### config.mk
export PLATFORM = sky130hd
export DESIGN_NAME = data_converter
export DESIGN_NICKNAME = d
export VERILOG_FILES = /design/src/rtl/data_converter.sv
export SDC_FILE = /design/constraint.sdc
export NUM_CORES = 1
export LEC_CHECK = 0
export CAP_MARGIN = 15
export CORE_UTILIZATION = 30
export DETAILED_ROUTE_END_ITERATION = 16
export GPL_TIMING_DRIVEN = 0
export HOLD_SLACK_MARGIN = 0.03
export PLACE_DENSITY = 0.47
export SLEW_MARGIN = 15
export SYNTH_ARGS = -nofsm -noshare
export SYNTH_HDL_FRONTEND = slang
export SYNTH_SLANG_ARGS = --single-unit
### constraint.sdc
create_clock -name clk_in -period 3.4 [get_ports clk_in]
set_input_delay 0.68 -clock clk_in [delete_from_list [all_inputs] [get_ports clk_in]]
set_output_delay 0.68 -clock clk_in [all_outputs]
set_load 0.03 [all_outputs]
### src/rtl/data_converter.sv
// -----------------------------------------------------------------------------
// data_converter
//   Wide-to-narrow serialiser. Each accepted IN_W-bit word is emitted as
//   RATIO = IN_W/OUT_W consecutive OUT_W-bit slices, one per clock. Storage is
//   an active shift register (slice currently on data_out) plus one pending
//   word, so back-to-back words stream without gaps.
//
//   Configuration macro:
//     DATA_CONVERTER_MSB_FIRST_EN  defined   -> slices leave MSB first
//                                  undefined -> slices leave LSB first
//
//   Ports:
//     clk_in     in   1      sole clock, rising edge
//     rst_n      in   1      asynchronous active-low reset
//     valid_in   in   1      data_in carries a word this cycle
//     data_in    in   IN_W   input word
//     ready_in   out  1      word accepted when valid_in && ready_in at an edge
//     valid_out  out  1      data_out carries a slice this cycle
//     data_out   out  OUT_W  current slice, 0 while valid_out is low
//     last_out   out  1      final slice of the word
//     overflow   out  1      sticky: a word arrived while ready_in was low
// -----------------------------------------------------------------------------
module data_converter #(
  parameter int IN_W  = 64,
  parameter int OUT_W = 8
) (
  input  logic             clk_in,
  input  logic             rst_n,
  input  logic             valid_in,
  input  logic [IN_W-1:0]  data_in,
  output logic             ready_in,
  output logic             valid_out,
  output logic [OUT_W-1:0] data_out,
  output logic             last_out,
  output logic             overflow
);

  localparam int RATIO = IN_W / OUT_W;
  localparam int CNT_W = (RATIO > 1) ? $clog2(RATIO) : 1;
  localparam logic [CNT_W-1:0] LAST_SLICE = CNT_W'(RATIO - 1);

  logic [IN_W-1:0]  act_q,  act_d;
  logic             act_vld_q, act_vld_d;
  logic [CNT_W-1:0] cnt_q,  cnt_d;
  logic [IN_W-1:0]  pend_q, pend_d;
  logic             pend_vld_q, pend_vld_d;
  logic             last_q, last_d;
  logic             overflow_q, overflow_d;

  logic             accept;
  logic             act_free;
  logic [IN_W-1:0]  act_shifted;

  // Only pending occupancy gates the input; valid_in never feeds back.
  assign ready_in = ~pend_vld_q;
  assign accept   = valid_in & ~pend_vld_q;
  // Active register can take a new word this edge: empty or on its last slice.
  assign act_free = ~act_vld_q | (cnt_q == LAST_SLICE);

  // The outgoing slice always sits at the output end of act_q; shifting pulls
  // zeros in so act_q is all-zero whenever it is empty.
`ifdef DATA_CONVERTER_MSB_FIRST_EN
  assign act_shifted = act_q << OUT_W;
  assign data_out    = act_q[IN_W-1 -: OUT_W];
`else
  assign act_shifted = act_q >> OUT_W;
  assign data_out    = act_q[OUT_W-1:0];
`endif

  assign valid_out = act_vld_q;
  assign last_out  = last_q;
  assign overflow  = overflow_q;

  always_comb begin
    // NOTE: every next-state signal gets a default first so no path leaves it
    // unassigned, which would otherwise infer a latch.
    act_d      = act_q;
    act_vld_d  = act_vld_q;
    cnt_d      = cnt_q;
    pend_d     = pend_q;
    pend_vld_d = pend_vld_q;
    overflow_d = overflow_q | (valid_in & pend_vld_q);

    if (!act_free) begin
      act_d = act_shifted;
      cnt_d = cnt_q + CNT_W'(1);
    end else if (pend_vld_q) begin
      // Pending word takes over the slot the finishing word leaves.
      act_d      = pend_q;
      act_vld_d  = 1'b1;
      cnt_d      = '0;
      pend_vld_d = 1'b0;
    end else if (accept) begin
      act_d     = data_in;
      act_vld_d = 1'b1;
      cnt_d     = '0;
    end else begin
      act_d     = '0;
      act_vld_d = 1'b0;
      cnt_d     = '0;
    end

    // Active still busy: park the new word. data_in is captured only on
    // accept, so an undriven bus while valid_in is low never reaches outputs.
    if (accept && !act_free) begin
      pend_d     = data_in;
      pend_vld_d = 1'b1;
    end

    last_d = act_vld_d && (cnt_d == LAST_SLICE);
  end

  // NOTE: sequential state uses non-blocking assignments so every register
  // samples pre-edge values regardless of statement order.
  always_ff @(posedge clk_in or negedge rst_n) begin
    if (!rst_n) begin
      act_q      <= '0;
      act_vld_q  <= 1'b0;
      cnt_q      <= '0;
      pend_vld_q <= 1'b0;
      last_q     <= 1'b0;
      overflow_q <= 1'b0;
    end else begin
      act_q      <= act_d;
      act_vld_q  <= act_vld_d;
      cnt_q      <= cnt_d;
      pend_vld_q <= pend_vld_d;
      last_q     <= last_d;
      overflow_q <= overflow_d;
    end
  end

  // NOTE: the pending data word carries no reset; its valid flag guards it,
  // so clearing the payload would only add reset fan-out.
  always_ff @(posedge clk_in) begin
    pend_q <= pend_d;
  end

endmodule

==> impl_metrics.py <==
metrics = {
    "run_status": {
        "status": "finished, final reports clean",
    },
    "critical_path": {
        "max_stage_delay_ns": 0.67,
        "r2r_end": "pend_q[21]",
        "ff2ff_setup_slack_ns": 1.25,
        "cp_max_fo": 10,
        "critPathKind": "reg2out",
        "crit_path_start_kind": "flip-flop",
        "r2r_start": "cnt_q[0]",
        "worst-r2r-cell-count": 5,
        "cp_data_required_time_ns": 2.72,
        "path_cells": "buf_4 -> buf_2 -> inv_1 -> clkdlybuf4s50_1",
        "crit_path_top_delay_cell": "clkdlybuf4s50_1",
        "end_kind": "primary output",
        "arrival_ns": 2.01,
    },
    "global_route": {
        "antenna_found_initial": 0,
        "grt_max_degree": 41,
        "grt_pass1_vias": 3953,
        "grt-ovfl-total": 0,
        "grt_pass1_wl_mm": 21.92,
        "grt_usage_pct": 14.93,
    },
    "sta": {
        "rsz0062_at_grt": "no",
        "fin_crit_sh_pct": 79.26,
        "setup_ws_ns": 0.7053,
        "worst_pin_slew_ns": 0.5307,
        "slew-limit-headroom_pct": 64.62,
        "finalCriticalPeriod_ns": 2.695,
        "fin_skew_ns": 0.009900,
        "setup_viol": 0,
        "fmax_mhz": 371.1,
        "slew_viol_final": 0,
        "finalHoldViolCount": 0,
        "whs_ns": 0.2012,
    },
    "drt": {
        "first_pass_iters": 4,
        "routedWlPerCell_um": 17.28,
        "totalWireLength_mm": 13.58,
        "drtIter0Drc": 163,
        "drc_errors": 0,
        "route.vias.total": 3789,
        "vias_per_cell": 4.821,
        "drtAntennaViolNets": 0,
    },
    "pwr": {
        "p_per_area_mw_per_mm2": 837.8,
        "p_seq_share_pct": 37.7,
        "p_leak_uw": 0.002851,
        "p_total_uw": 6191,
        "intPower_uw": 4328,
        "combPwrFrac_pct": 30.5,
        "switchingPower_uw": 1864,
        "switching_share_pct": 30.10,
        "clock_power_share_pct": 31.8,
        "peakVddDrop_mv": 0.3943,
    },
    "floorplan": {
        "dieWidth_um": 139.3,
        "rows": 49,
        "die_y_um": 139.3,
        "fp.dieArea_mm2": 0.01940,
        "io_pins": 79,
        "initial_utilization_pct": 31.05,
        "coreArea_mm2": 0.01821,
    },
    "hold_path": {
        "hp-class": "in2async",
    },
    "clocking": {
        "cts_resized": 0,
        "numCtsBuffers": 17,
        "clockRootBuffer": "clkbuf_16",
        "cts_tree": "built",
        "cts_max_path_buffers": 2,
        "h-tree-depth": 4,
        "postCtsSetupRepairBufs": 0,
        "clk_pin_slew_ns": 0.06,
        "clock_sinks": 135,
        "holdBufCountCts": 0,
        "clkLatencyLatePin_ns": 0.41,
    },
    "logic_synthesis": {
        "netlist_top_cells_area": "edfxtp_1 34%, dfrtp_1 31%, nand3b_1 8.5%, nor3b_1 7.4%, a31oi_1 5.1%",
        "synth-main-ff-cell": "dfrtp_1",
        "ys_ff_latch": 135,
        "synth_edf_count": 64,
        "netlist_area_mm2": 0.005654,
        "yosysWarningCount": 0,
        "netlist.area_leader.share_pct": 33.99,
        "synth.distinct_cells": 23,
        "syn_area_per_cell_um2": 12.68,
        "synth_nets": 515,
        "synth_cells": 446,
        "yosysTopAreaCell": "edfxtp_1",
        "synthArstFlopShare_pct": 52.59,
        "synth-seq-area-share_pct": 65.41,
        "yosysMostFrequentCell": "dfrtp_1",
        "yosys-top-cells-count": "71 x dfrtp_1, 65 x nand2_1, 64 x edfxtp_1, 64 x nand3b_1, 56 x nor3b_1",
    },
    "place": {
        "dpl_worst_slack_ns": 1.105,
        "port_buffers": 77,
        "place.gp.congestion": 0.7777,
        "post-dp-hpwl_mm": 9.289,
    },
    "layout": {
        "syn2layout_area_growth_pct": 30.69,
        "fillers": 1734,
        "fin_nets": 613,
        "drive_above_1_share_pct": 14.54,
        "antenna_cells": 0,
    },
    "flow_run": {
        "cap_violations": 0,
    },
}
stage by stage:
step	setup TNS [ns]	instances	cell area, µm²	utilization (%)
final	0	786	7390	40.58
after CTS	0	786	7390	40.58
after detailed placement	0	754	6754	37.09
after global placement	-101.97	752	6711	36.86
after global routing	0	786	7390	40.58
after floorplan	0	446	5654	-
cell type report:
cell class | count | area, µm² | area share (%)
flip-flops and latches | 135 | 3699 | 50.05
multi-input cells | 261 | 1688 | 22.84
repair buffers | 79 | 808.3 | 10.94
clock buffers | 24 | 491.7 | 6.654
well taps | 229 | 286.5 | 3.877
plain buffers | 49 | 269.0 | 3.640
clock inverters | 8 | 143.9 | 1.947
inverters | 1 | 3.754 | 0.05080
worst max path at each step:
stage / from / to / slack (ns) / depth (start not counted)
floorplan: valid_in / pend_q[0] / 0.42 / 3
detailed placement: pend_vld_q / ready_in / 1.11 / 4
global placement: rst_n / act_q[59] / -0.96 / 1
CTS: pend_vld_q / ready_in / 0.65 / 4
global route: pend_vld_q / ready_in / 0.58 / 4
finish: pend_vld_q / ready_in / 0.71 / 4
kinds of logic (layout without fill, tap and decap cells):
logic type / count (synthesis) / after routing / synth area share [%]
compound gates: 65 / 65 / 8.144
fa+ha+maj: 2 / 2 / 0.4425
flops: 135 / 135 / 65.41
buf+inv: 50 / 161 / 4.824
simple gates: 194 / 194 / 21.18
placed cells by master, fill, tap and decap left out:
| master | synthesis | layout |
|---|---|---|
| clkbuf_8 | 0 | 4 |
| nor2b_1 | 1 | 1 |
| nor2_1 | 3 | 3 |
| and3_4 | 0 | 1 |
| a21oi_1 | 8 | 8 |
| clkbuf_16 | 0 | 17 |
| a31oi_1 | 46 | 46 |
| a21o_1 | 1 | 1 |
| clkdlybuf4s50_1 | 0 | 76 |
| edfxtp_1 | 64 | 64 |
| nand2b_1 | 1 | 1 |
| dfrtp_1 | 71 | 71 |
| bufinv_16 | 0 | 4 |
| buf_4 | 10 | 11 |
| buf_2 | 24 | 24 |
| clkbuf_1 | 9 | 12 |
| buf_1 | 2 | 2 |
| clkinv_2 | 0 | 3 |
| and2_1 | 2 | 2 |
| buf_6 | 2 | 2 |
| nand3b_1 | 64 | 64 |
| a31oi_2 | 10 | 10 |
| buf_12 | 0 | 2 |
| nand2_1 | 65 | 65 |
| clkbuf_2 | 2 | 2 |
| ha_1 | 2 | 2 |
| clkinv_4 | 0 | 1 |
| inv_1 | 1 | 1 |
| and4b_1 | 1 | 1 |
| nor3b_1 | 56 | 56 |
worst max-delay path: cells and delay by family (launching register included):
| family | cells | cell delay, ns |
|---|---|---|
| flops | 1 | 0.43 |
| buf+inv | 4 | 1.18 |
power groups by stage:
stage	Combinational [µW]	Clock [µW]	Sequential, µW
floorplan	1300	0	2330
global placement	1890	0	2380
detailed placement	1920	0	2370
CTS	1920	2020	2340
global route	2100	2070	2380
finish	1890	1970	2330
metal layers:
metal | GRT usage (%) | vias up | part of all wire, %
met1 | 19.80 | 1868 | 47
met5 | 0 | - | 0
li1 | - | 1811 | -
met2 | 23.91 | 98 | 48
met4 | 4.561 | 0 | 0.85
met3 | 3.889 | 12 | 4.9
registers in the layout, summed over array words and instances (netlist names):
signal and count:
last_out 1, overflow 1, act_q 64, valid_out 1
pend_q 64, pend_vld_q 1, cnt_q 3
Power figures use the tool's default switching activity.
